### src/rtl/mpeg_bs_pkg.sv
// Shared constants and helpers for the MPEG bitstream window front end.
// Includes the sequence_end_code byte source used when the build defines
// MPEG_BIT_WINDOW_EOS_PAD_EN.
package mpeg_bs_pkg;

    // sequence_end_code, emitted MSB byte first as stream padding
    localparam logic [31:0] SEQ_END_CODE = 32'h000001B7;

    // Default lookahead window width in bits
    localparam int WIN_BITS_DEF = 32;

    // Width needed to hold a count in the range 0..v inclusive
    function automatic int cnt_w(input int v);
        return $clog2(v + 1);
    endfunction

    // Byte idx (0 = most significant) of the sequence_end_code
    function automatic logic [7:0] pad_byte(input logic [1:0] idx);
        logic [7:0] b;
        b = 8'h00;
        case (idx)
            2'd0: b = SEQ_END_CODE[31:24];
            2'd1: b = SEQ_END_CODE[23:16];
            2'd2: b = SEQ_END_CODE[15:8];
            2'd3: b = SEQ_END_CODE[7:0];
            default: b = 8'h00;
        endcase
        return b;
    endfunction

endpackage

### src/rtl/mpeg_byte_fifo.sv
// Byte FIFO feeding the bit window. DEPTH entries of 8 bits, no
// fall-through: a byte pushed at an edge is at the head after that edge.
// Simultaneous push and pop are allowed at any fill level; a pop on an
// empty FIFO is ignored and a push on a full FIFO is only taken together
// with a pop.
module mpeg_byte_fifo
    import mpeg_bs_pkg::*;
#(
    parameter int DEPTH = 8,
    parameter int LW    = cnt_w(DEPTH)
) (
    input  logic          clk,
    input  logic          rst_n,
    input  logic          i_push,
    input  logic [7:0]    i_data,
    input  logic          i_pop,
    output logic [7:0]    o_data,
    output logic          o_full,
    output logic          o_empty,
    output logic [LW-1:0] o_level
);

    localparam int AW = (DEPTH > 1) ? $clog2(DEPTH) : 1;

    logic [7:0]    r_mem [DEPTH];
    logic [AW-1:0] r_wr_ptr;
    logic [AW-1:0] r_rd_ptr;
    logic [LW-1:0] r_level;
    logic          w_do_push;
    logic          w_do_pop;

    assign o_full    = (r_level == LW'(DEPTH));
    assign o_empty   = (r_level == '0);
    assign o_level   = r_level;
    assign o_data    = r_mem[r_rd_ptr];
    assign w_do_pop  = i_pop && !o_empty;
    assign w_do_push = i_push && (!o_full || w_do_pop);

    // Storage write; contents need no reset since the level gates reads
    always_ff @(posedge clk) begin
        if (w_do_push) begin
            r_mem[r_wr_ptr] <= i_data;
        end
    end

    // Pointer and level bookkeeping; pointers wrap since DEPTH is a power of 2
    always_ff @(posedge clk or negedge rst_n) begin
        if (!rst_n) begin
            r_wr_ptr <= '0;
            r_rd_ptr <= '0;
            r_level  <= '0;
        end else begin
            if (w_do_push) begin
                r_wr_ptr <= r_wr_ptr + AW'(1);
            end
            if (w_do_pop) begin
                r_rd_ptr <= r_rd_ptr + AW'(1);
            end
            r_level <= r_level + LW'(w_do_push) - LW'(w_do_pop);
        end
    end

endmodule

### src/rtl/mpeg_bit_window.sv
// MPEG bitstream window: bytes stream into a FIFO and are packed into an
// MSB-aligned lookahead window that the parser consumes 0..WIN_BITS bits
// at a time. Flush and one-byte refill happen in the same cycle.
// Optional feature macro: MPEG_BIT_WINDOW_EOS_PAD_EN (pads the window with
// 00 00 01 B7 after the final byte, and counts only real bits for eos).
module mpeg_bit_window
    import mpeg_bs_pkg::*;
#(
    parameter int WIN_BITS = WIN_BITS_DEF,
    parameter int DEPTH    = 8,
    parameter int NW       = cnt_w(WIN_BITS)
) (
    input  logic                clk,
    input  logic                rst,
    input  logic [7:0]          in_byte,
    input  logic                in_valid,
    input  logic                in_last,
    output logic                in_ready,
    input  logic                flush_valid,
    input  logic [NW-1:0]       flush_n,
    output logic                flush_ready,
    output logic [WIN_BITS-1:0] win,
    output logic                win_valid,
    output logic [31:0]         bit_pos,
    output logic                eos,
    output logic                err
);

    localparam int LW = cnt_w(DEPTH);
    localparam logic [NW-1:0] REFILL_MAX = NW'(WIN_BITS - 8);

    // Bits actually removed: the request clamped to what is available
    function automatic logic [NW-1:0] take_bits(input logic [NW-1:0] req,
                                                input logic [NW-1:0] avail);
        return (req > avail) ? avail : req;
    endfunction

    logic [WIN_BITS-1:0] r_win;
    logic [NW-1:0]       r_incnt;
    logic [31:0]         r_bit_pos;
    logic                r_last_in;
    logic                r_last_ins;
    logic                r_eos;
    logic                r_err;

    logic                w_fifo_full;
    logic                w_fifo_empty;
    logic [7:0]          w_fifo_data;
    logic [LW-1:0]       w_fifo_level;

    logic                w_push;
    logic                w_pop;
    logic                w_flush;
    logic                w_over;
    logic [NW-1:0]       w_n;
    logic [NW-1:0]       w_k;
    logic                w_room;
    logic                w_refill;
    logic [7:0]          w_ref_byte;
    logic [NW-1:0]       w_off;
    logic [WIN_BITS-1:0] w_win_sh;
    logic [WIN_BITS-1:0] w_ins;
    logic [WIN_BITS-1:0] w_win_nxt;
    logic [NW-1:0]       w_incnt_nxt;
    logic                w_last_ins_nxt;
    logic                w_eos_nxt;

    mpeg_byte_fifo #(
        .DEPTH (DEPTH),
        .LW    (LW)
    ) u_fifo (
        .clk     (clk),
        .rst_n   (rst),
        .i_push  (w_push),
        .i_data  (in_byte),
        .i_pop   (w_pop),
        .o_data  (w_fifo_data),
        .o_full  (w_fifo_full),
        .o_empty (w_fifo_empty),
        .o_level (w_fifo_level)
    );

    // Handshakes depend on registered state only
    assign in_ready    = !w_fifo_full && !r_last_in;
    assign w_push      = in_valid && in_ready;
`ifdef MPEG_BIT_WINDOW_EOS_PAD_EN
    assign win_valid   = (r_incnt > REFILL_MAX);
`else
    assign win_valid   = (r_incnt > REFILL_MAX) || (r_last_ins && (r_incnt != '0));
`endif
    assign flush_ready = win_valid;

    // Flush: shift out n bits, vacated low bits fill with zeros
    assign w_flush  = flush_valid && flush_ready;
    assign w_over   = w_flush && (flush_n > r_incnt);
    assign w_n      = w_flush ? take_bits(flush_n, r_incnt) : '0;
    assign w_k      = r_incnt - w_n;
    assign w_win_sh = r_win << w_n;

    // Refill: at most one byte, placed directly below the remaining bits
    assign w_room   = (w_k <= REFILL_MAX);
    assign w_pop    = w_room && !w_fifo_empty;
    assign w_off    = REFILL_MAX - w_k;

`ifdef MPEG_BIT_WINDOW_EOS_PAD_EN
    logic [1:0]    r_pad_idx;
    logic [NW-1:0] r_real;
    logic          w_pad_sel;
    logic [NW-1:0] w_real_k;
    logic [NW-1:0] w_real_nxt;

    // Once the last real byte has left the FIFO, pad bytes take its place
    assign w_pad_sel  = w_fifo_empty && r_last_in;
    assign w_refill   = w_room && (!w_fifo_empty || w_pad_sel);
    assign w_ref_byte = w_pad_sel ? pad_byte(r_pad_idx) : w_fifo_data;
    // Real bits always sit above pad bits, so they leave the window first
    assign w_real_k   = r_real - take_bits(w_n, r_real);
    assign w_real_nxt = w_pop ? (w_real_k + NW'(8)) : w_real_k;
`else
    assign w_refill   = w_pop;
    assign w_ref_byte = w_fifo_data;
`endif

    assign w_ins       = {{(WIN_BITS-8){1'b0}}, w_ref_byte} << w_off;
    assign w_win_nxt   = w_refill ? (w_win_sh | w_ins) : w_win_sh;
    assign w_incnt_nxt = w_refill ? (w_k + NW'(8)) : w_k;

    // The final byte is the one popped while it is alone in the FIFO after in_last
    assign w_last_ins_nxt = r_last_ins ||
                            (r_last_in && w_pop && (w_fifo_level == LW'(1)));

`ifdef MPEG_BIT_WINDOW_EOS_PAD_EN
    assign w_eos_nxt = w_last_ins_nxt && (w_real_nxt == '0);
`else
    logic [LW-1:0] w_lvl_nxt;
    assign w_lvl_nxt = w_fifo_level + LW'(w_push) - LW'(w_pop);
    assign w_eos_nxt = w_last_ins_nxt && (w_incnt_nxt == '0) && (w_lvl_nxt == '0);
`endif

    // Window, bit counters and stream status registers
    always_ff @(posedge clk or negedge rst) begin
        if (!rst) begin
            r_win      <= '0;
            r_incnt    <= '0;
            r_bit_pos  <= '0;
            r_last_in  <= 1'b0;
            r_last_ins <= 1'b0;
            r_eos      <= 1'b0;
            r_err      <= 1'b0;
        end else begin
            r_win      <= w_win_nxt;
            r_incnt    <= w_incnt_nxt;
            r_bit_pos  <= r_bit_pos + 32'(w_n);
            r_last_ins <= w_last_ins_nxt;
            if (w_push && in_last) begin
                r_last_in <= 1'b1;
            end
            if (w_over) begin
                r_err <= 1'b1;
            end
            if (w_eos_nxt) begin
                r_eos <= 1'b1;
            end
        end
    end

`ifdef MPEG_BIT_WINDOW_EOS_PAD_EN
    // Pad sequence position and count of real bits left in the window
    always_ff @(posedge clk or negedge rst) begin
        if (!rst) begin
            r_pad_idx <= '0;
            r_real    <= '0;
        end else begin
            r_real <= w_real_nxt;
            if (w_refill && w_pad_sel) begin
                r_pad_idx <= r_pad_idx + 2'd1;
            end
        end
    end
`endif

    assign win     = r_win;
    assign bit_pos = r_bit_pos;
    assign eos     = r_eos;
    assign err     = r_err;

endmodule

### config.mk
export PLATFORM = sky130hd
export DESIGN_NAME = mpeg_bit_window
export DESIGN_NICKNAME = d
export VERILOG_FILES = /design/src/rtl/mpeg_bs_pkg.sv /design/src/rtl/mpeg_byte_fifo.sv /design/src/rtl/mpeg_bit_window.sv
export SDC_FILE = /design/constraint.sdc
export NUM_CORES = 1
export LEC_CHECK = 0
export ABC_AREA = 1
export CORE_MARGIN = 3
export CORE_UTILIZATION = 50
export DETAILED_ROUTE_END_ITERATION = 10
export PLACE_DENSITY = 0.81
export SYNTH_ARGS = -nofsm -noshare
export SYNTH_HDL_FRONTEND = slang
export SYNTH_HIERARCHICAL = 1
export SYNTH_SLANG_ARGS = --single-unit
### constraint.sdc
create_clock -name clk -period 4.5 [get_ports clk]
set_input_delay 1.35 -clock clk [delete_from_list [all_inputs] [get_ports clk]]
set_output_delay 1.35 -clock clk [all_outputs]
set_load 0.01 [all_outputs]
==> results of run 1 <==
-- repair_timing --
| item | in CTS | in global routing |
|---|---|---|
| pin swaps | 31 | 37 |
| resized for setup | 45 | 41 |
| endpoints found under the setup margin | 119 | 102 |
| setup buffers | 19 | 8 |
-- registers in the layout (all words and copies together) (netlist names), 3 cells and up --
name / cells
u_fifo/r_mem: 64
bit_pos: 32
u_fifo/r_rd_ptr: 3
u_fifo/r_wr_ptr: 3
u_fifo/o_level: 4
win: 32
r_incnt: 6
-- synth_stat cells (2+ instances only) --
library cell    n
nand3_2         4
nand3_1       191
nand2_2         6
buf_4           8
clkinv_1        4
fa_1            4
buf_6           4
o211ai_1       16
xnor2_1        14
nor3_2          2
o21ai_1        18
buf_2          35
inv_2          14
nor3_1         10
o21ai_2         4
nor2_1         88
xor2_1         22
nand4_1        31
a21oi_1        21
inv_1         112
nand2_4         5
o21ai_0        54
o31ai_1         2
nand3b_1        2
o22ai_2         6
nor2_2          6
nand2_1       360
nand3_4         3
ha_1           31
clkbuf_1        5
edfxtp_1       64
inv_4           2
dfrtp_1        84
-- layout by cell type (no fill, tap or decap), drive strengths merged, types with 7 or more instances in the layout --
cell and n:
nand3 198, nor2 95, nor3 12, dfrtp 84
edfxtp 64, inv 137, nand4 31, xor2 22
clkbuf 17, o21ai 76, nand2 371, a21oi 21
clkinv 10, ha 31, o22ai 7, xnor2 15
buf 145, clkdlybuf4s50 80, o211ai 17
-- per-stage QoR --
| step | hold slack [ns] | TNS, ns |
|---|---|---|
| finish | 0.463 | -0.566 |
| global placement | 0.438 | -81.66 |
| CTS | 0.462 | -0.458 |
| global route | 0.493 | -8.33 |
| detailed placement | 0.445 | -92.70 |
| floorplan | 0.466 | -6.23 |
-- path summary, 6_finish.rpt --
| kind | start | end | slack, ns | depth (start not counted) |
|---|---|---|---|---|
| max | flush_n[3] | eos | -0.35 | 29 |
| min | err | err | 0.46 | 1 |
| max reg2reg | r_incnt[5] | eos | 0.06 | 28 |
| min reg2reg | err | err | 0.46 | 1 |
| max in group asynchronous | rst | bit_pos[7] | 2.65 | 2 |
| min in group asynchronous | rst | r_incnt[0] | 1.06 | 1 |
-- metal layers --
metal	vias to the layer above	track usage
li1	4522	-
met1	4391	0.372
met2	369	0.423
met3	50	0.0430
met4	0	0.0658
met5	-	0
-- cell type report --
cell class | instances | share of cell area
multi-input combinational | 913 | 0.410
tap | 234 | 0.0231
clock inverter | 15 | 0.0153
sequential | 148 | 0.317
timing repair buffer | 225 | 0.160
inverter | 132 | 0.0410
clock buffer | 17 | 0.0335
-- logic make-up (layout without fill, tap and decap cells) --
logic type	after synthesis	in the layout	synth area share
flops	148	148	0.419
buf+inv	184	389	0.0833
xor+xnor	37	37	0.0345
simple gates	713	713	0.333
compound gates	127	127	0.0797
mux	1	1	0.00104
fa+ha+maj	35	35	0.0488
==> metrics, run 1 <==
most used flip-flop cell after synthesis dfrtp_1; gr ovfl total 0; nature of the critical path endpoint flop; FF+latch area 0.00402 sq mm; max-slew violation count 0; Initial Utilization 0.511; Tot GR Track Use 0.263; post-route insts no fill 1684; Layout area overhead 32.2%; delay-heaviest family, CP adder cells; top layer in use met4; Clock Pin Slew Worst Setup and Hold Paths 0.08 ns; Hold Path Class flop to flop; Synth top area share 0.219; unrepaired setup endpoints after global routing true; core area 0.0188 sq mm; sequential area share after synthesis 0.419; Worst path max stage delay 0.52 ns; Startpoint Class input port; Skew-Pair Late Insertion Delay 0.44 ns; CP Buf/Inv Count 7; drt drc 0; met2 wire length 13000 microns; Routed WL 27200 microns; area of the multi-input gates 0.00520 sq mm; dpl cell area 0.0116 sq mm; First-pass DRT Iterations 6; CTS Buffer Depth 2; # rows 50; max cap viols 0; Slew @ Worst Pin 1.03 ns; crit share post-route 1.08; Final ANT Viol Nets 0; # setup viols final 3; htree depth 4; Top Ports 88; fillers 1498; crit path max fanout 3; routed via count 9332; clk sink count 148; initial drt markers 844; fraction of registers with async set/reset 0.568; outcome finished with violations; first-pass GRT wire length 43600 microns; initial antenna violation count 0; final RePlAce weighted congestion 0.951; Syn. warnings 6; mean post-synth cell area 7.71 sq um; Avg WL per Cell 16.2 microns; Synth Register Bits 148; Fmax achieved 0.206 GHz; DR WL met3 1850 microns; number of flops mapped to enable cells by yosys 64; PortBufs 87; cells after synthesis 1245; total CTS buffers 17; final hold violation count 0; Final min period 4.85 ns; DR vias/cell 5.54; pre-CTS WS -1.22 ns; Worst EP arrival 5.22 ns; clk_skew 0.0158 ns; root buffer cell clkbuf_16; largest net degree at the start of global routing 69; Die Y 145 microns; CP max stage cell fa_1; number of global-route vias before repair 8769; # diodes 0; final-stage net count 1491; CTS tree done; Netlist cell types 46; metal1 wirelength 11900 microns; failing checks negative setup slack; Post-CTS Hold Fix Bufs 0; Post-Syn Area 0.00960 sq mm; Worst EP required 4.87 ns; post-synth top area cell dfrtp_1; critical setup path kind input port to flop; Post-Route Utilization 0.676; Mapped Nets 1299; detailed placement HPWL 19600 microns; post-route cell area 0.0127 sq mm; share of post-route cells with drive strength above 1 0.206; main area contributors after synthesis dfrtp_1 22%, edfxtp_1 20%, nand2_1 14%; Final WS setup -0.345 ns; dpl cells 1625; most used cell, CP inv_2; die area 0.0209 sq mm; Rel. slew slack 0.312; Die Width 145 microns
Power of run 1 is left out: the tool's default activity adds up to more than one toggle a clock period on the data nets, which glitch-free logic cannot reach.
==> inputs of run 2 (changes only) <==
- CORE_MARGIN: 3 -> 5
==> metrics, run 2 (synthesis results as in run 1) <==
largest net degree at the start of global routing 77 (+12%); dpl cell area 0.0117 sq mm (+0.67%); total CTS buffers 17 (unchanged); post-route cell area 0.0128 sq mm (+0.70%); pre-CTS WS -1.26 ns (-0.0425 ns); initial antenna violation count 0 (unchanged); Top Ports 88 (unchanged); clk sink count 148 (unchanged); Final min period 4.88 ns (+0.0305 ns); outcome finished with violations; Die Width 149 microns (+2.8%); Fin Hold WS 0.479 ns (+0.0159 ns); max-slew violation count 0 (unchanged); Worst path max stage delay 0.53 ns (about the same); failing checks negative setup slack; delay-heaviest family, CP simple AND/OR/NAND/NOR gates; crit share post-route 1.08 (+0.00679); unrepaired setup endpoints after global routing true; hold_sp bit_pos[31]; CP max stage cell fa_2; routed via count 9421 (+0.95%); commonest non-fill, non-tap cell in the layout nand2_1; Final WS setup -0.376 ns (-0.0305 ns); gr ovfl total 0 (unchanged); drt drc 0 (unchanged); root buffer cell clkbuf_16; Tot GR Track Use 0.253 (-0.00974); nature of the critical path endpoint flop; dpl cells 1657 (+2.0%); CTS tree done; R2R cell count 30 (+7.1%); Clock Pin Slew Worst Setup and Hold Paths 0.07 ns (about the same); core area 0.0188 sq mm (+0.33%); crit path max fanout 6 (+3); Layout area overhead 33.1%; # diodes 0 (unchanged); DR vias/cell 5.49 (-0.93%); max cap viols 0 (unchanged); Fmax achieved 0.205 GHz (-0.63%); Routed WL 27800 microns (+2.0%); Avg WL per Cell 16.2 microns (+0.14%); initial drt markers 798 (-5.5%); CTS Buffer Depth 2 (unchanged); CP Buf/Inv Count 7 (unchanged); Worst EP arrival 5.25 ns (+0.03 ns); first-pass GRT wire length 44800 microns (+2.7%); First-pass DRT Iterations 7 (+1); Slew @ Worst Pin 1.02 ns (-0.0150 ns); die area 0.0221 sq mm (+5.6%); post-route insts no fill 1716 (+1.9%); PortBufs 87 (unchanged); # setup viols final 19 (+16); Worst R2R Setup Slack 0.02 ns (-0.04 ns); reg2reg end eos; Final ANT Viol Nets 0 (unchanged); htree depth 4 (unchanged); critical setup path kind input port to flop; Worst EP required 4.87 ns (about the same); number of global-route vias before repair 8857 (+1.0%); max reg flops 64 (unchanged); Largest Register u_fifo/r_mem; # rows 50 (unchanged); hold worst-path end bit_pos[31]; Hold Path Stages 1 (unchanged); most used cell, CP nand2_2; Startpoint Class input port; reg2reg start r_incnt[5]; Die Y 149 microns (+2.8%); Rel. slew slack 0.322 (+0.0100); Hold Path Class flop to flop; Skew-Pair Late Insertion Delay 0.43 ns (about the same); final RePlAce weighted congestion 0.985 (+3.6%); share of post-route cells with drive strength above 1 0.209 (+0.00327); final hold violation count 0 (unchanged); clk_skew 0.0122 ns (-0.00360 ns); commonest non-fill, non-tap cells in the layout 346 x nand2_1, 188 x nand3_1, 134 x buf_4; Initial Utilization 0.510 (-0.00170); detailed placement HPWL 20000 microns (+1.8%); final-stage net count 1497 (+0.40%)
==> run 2: how the worst max path moves through the flow <==
stage,startpoint,endpoint,slack (ns),cells after the start
after detailed placement,flush_n[4],eos,-1.26,29
after global placement,flush_n[2],eos,-1.14,30
after CTS,flush_n[5],eos,-0.28,29
after floorplan,flush_n[3],eos,-0.66,31
final,flush_n[3],eos,-0.38,32
after global routing,flush_n[3],eos,-0.69,31
==> run 2: metal layers <==
metal,GRT usage,share of wire
met4,0.0642,0.021
met2,0.410,0.48
met5,0,0
met3,0.0405,0.070
met1,0.356,0.43
==> run 2: final cells by class <==
cell class	instances	area (sq um)
Fill cell	1502	6060
Multi-Input combinational cell	913	5230
Sequential cell	148	4020
Timing Repair Buffer	231	2060
Inverter	132	519
Clock buffer	17	425
Tap cell	260	325
Clock inverter	15	186
==> run 2: what timing repair did <==
| item | in CTS | in global routing |
|---|---|---|
| pin swaps | 32 | 37 |
| buffers inserted | 20 | 7 |
| gates cloned | 0 | 0 |
| endpoints found under the setup margin | 120 | 87 |
| hold buffers | 0 | 0 |
| gates resized for setup | 53 | 35 |
==> run 2: metrics by stage <==
stage / TNS, ns / utilization
finish: -0.798 / 0.678
global route: -14.62 / 0.678
CTS: -0.532 / 0.669
detailed placement: -96.19 / 0.622
global placement: -85.77 / 0.622
floorplan: -6.23 / -
Power of run 2 is left out for the same reason.
==> inputs of run 3 (changes only) <==
- ABC_AREA: 1 -> unset
- CORE_ASPECT_RATIO: unset -> 2
==> metrics, run 3 <==
unrepaired setup endpoints after global routing true; Final WS setup -0.939 ns (-0.563 ns); root buffer cell clkbuf_16; routed via count 8053 (-15%); hold worst-path end bit_pos[31]; PortBufs 87 (unchanged); Synth Register Bits 148 (unchanged); Tot GR Track Use 0.287 (+0.0346); drt drc 0 (unchanged); Post-Syn Area 0.00877 sq mm (-8.7%); number of global-route vias before repair 8370 (-5.5%); CP max stage cell fa_2; CTS tree done; total CTS buffers 17 (unchanged); Synth top area share 0.240 (+0.0208); max cap viols 0 (unchanged); Skew-Pair Late Insertion Delay 0.44 ns (about the same); Worst EP arrival 5.79 ns (+0.54 ns); Rel. slew slack 0.148 (-0.174); post-synth top area cell dfrtp_1; cells after synthesis 773 (-38%); Clock Pin Slew Worst Setup and Hold Paths 0.07 ns (about the same); reg2reg end eos; First-pass DRT Iterations 5 (-2); commonest non-fill, non-tap cells in the layout 179 x buf_4, 87 x mux2i_1, 84 x dfrtp_1; synth cell count leaders 91 x mux2i_1, 84 x dfrtp_1, 70 x nand2_1; number of flops mapped to enable cells by yosys 64 (unchanged); R2R cell count 24 (-20%); Initial Utilization 0.508 (-0.00217); Final ANT Viol Nets 0 (unchanged); outcome finished with violations; first-pass GRT wire length 45400 microns (+1.4%); Syn. warnings 6 (unchanged); Top Ports 88 (unchanged); CP Buf/Inv Count 6 (-1); mean post-synth cell area 11.3 sq um (+47%); Worst R2R Setup Slack -0.57 ns (-0.59 ns); clk sink count 148 (unchanged); largest net degree at the start of global routing 69 (-10%); initial drt markers 463 (-42%); delay-heaviest family, CP adder cells; failing checks negative setup slack; detailed placement HPWL 20700 microns (+3.6%); fraction of registers with async set/reset 0.568 (unchanged); gr ovfl total 0 (unchanged); Die Y 197 microns (+33%); sequential area share after synthesis 0.459 (+0.0398); Mapped Nets 827 (-36%); initial antenna violation count 0 (unchanged); hold_sp bit_pos[31]; Post-CTS Hold Fix Bufs 0 (unchanged); final-stage net count 1123 (-25%); Hold Path Class flop to flop; critical setup path kind input port to flop; reg2reg start r_incnt[1]; clk_skew 0.0134 ns (+0.00123 ns); Slew @ Worst Pin 1.26 ns (+0.241 ns); most used flip-flop cell after synthesis dfrtp_1; CTS Buffer Depth 2 (unchanged); DR vias/cell 6.23 (+14%); # diodes 0 (unchanged); # setup viols final 107 (+88); pre-CTS WS -1.78 ns (-0.514 ns); Layout area overhead 53.3%; nature of the critical path endpoint flop; htree depth 4 (unchanged); Fmax achieved 0.184 GHz (-10%); # rows 68 (+36%); Hold Path Stages 1 (unchanged); Startpoint Class input port; Largest Register u_fifo/r_mem; max-slew violation count 0 (unchanged); Routed WL 32400 microns (+17%); share of post-route cells with drive strength above 1 0.410 (+0.202); Die Width 104 microns (-30%); Avg WL per Cell 25.1 microns (+55%); Final min period 5.44 ns (+0.563 ns); die area 0.0204 sq mm (-7.4%); final hold violation count 0 (unchanged); Worst EP required 4.85 ns (-0.02 ns); main area contributors after synthesis dfrtp_1 24%, edfxtp_1 22%, mux2i_1 10%; commonest non-fill, non-tap cell in the layout buf_4; core area 0.0173 sq mm (-8.3%); crit share post-route 1.21 (+0.125); Worst path max stage delay 0.53 ns (about the same); Netlist cell types 74 (+61%); crit path max fanout 4 (-2); final RePlAce weighted congestion 1.04 (+5.4%); max reg flops 64 (unchanged); top-count cell post-synth mux2i_1
==> run 3: what timing repair did <==
action | in CTS | in global routing
setup endpoints to repair | 136 | 125
gates resized for setup | 149 | 96
gates cloned | 1 | 0
pin swaps | 60 | 53
hold endpoints to repair | 0 | 0
buffers inserted | 33 | 31
==> run 3: per-stage QoR <==
step,std cells,TNS [ns],hold WS [ns],utilization,area [sq um]
after floorplan,773,-71.14,0.442,-,9060
after global placement,1203,-121.22,0.452,0.657,11300
after CTS,1267,-4.03,0.483,0.737,12700
final,1292,-36.08,0.479,0.778,13400
after detailed placement,1203,-135.98,0.470,0.657,11300
after global routing,1292,-46.64,0.505,0.778,13400
==> run 3: layer usage <==
layer / share of wire / track usage
met5: 0 / 0
met3: 0.049 / 0.0500
met2: 0.55 / 0.552
met1: 0.31 / 0.262
met4: 0.092 / 0.213
==> run 3: layout make-up <==
cell class                      instances  area, sq um
Clock buffer                           17          425
Fill cell                             976         3840
Clock inverter                         15          160
Sequential cell                       148         4020
Timing Repair Buffer                  311         2820
Tap cell                              210          263
Inverter                               35          138
Multi-Input combinational cell        556         5610
==> run 3: cells by family after synthesis <==
kind of cell | count (synthesis) | synth area share
fa+ha+maj | 35 | 0.0534
compound gates | 141 | 0.112
xor+xnor | 46 | 0.0460
mux | 125 | 0.175
buf+inv | 70 | 0.0355
flops | 148 | 0.459
simple gates | 208 | 0.119
==> run 3: how the worst max path moves through the flow <==
stage,depth (start not counted),endpoint,from
finish,25,eos,flush_n[0]
CTS,22,eos,flush_n[5]
detailed placement,22,eos,flush_n[3]
global placement,22,eos,flush_n[3]
floorplan,24,eos,flush_n[3]
global route,25,eos,flush_n[0]
Power of run 3 is left out for the same reason.
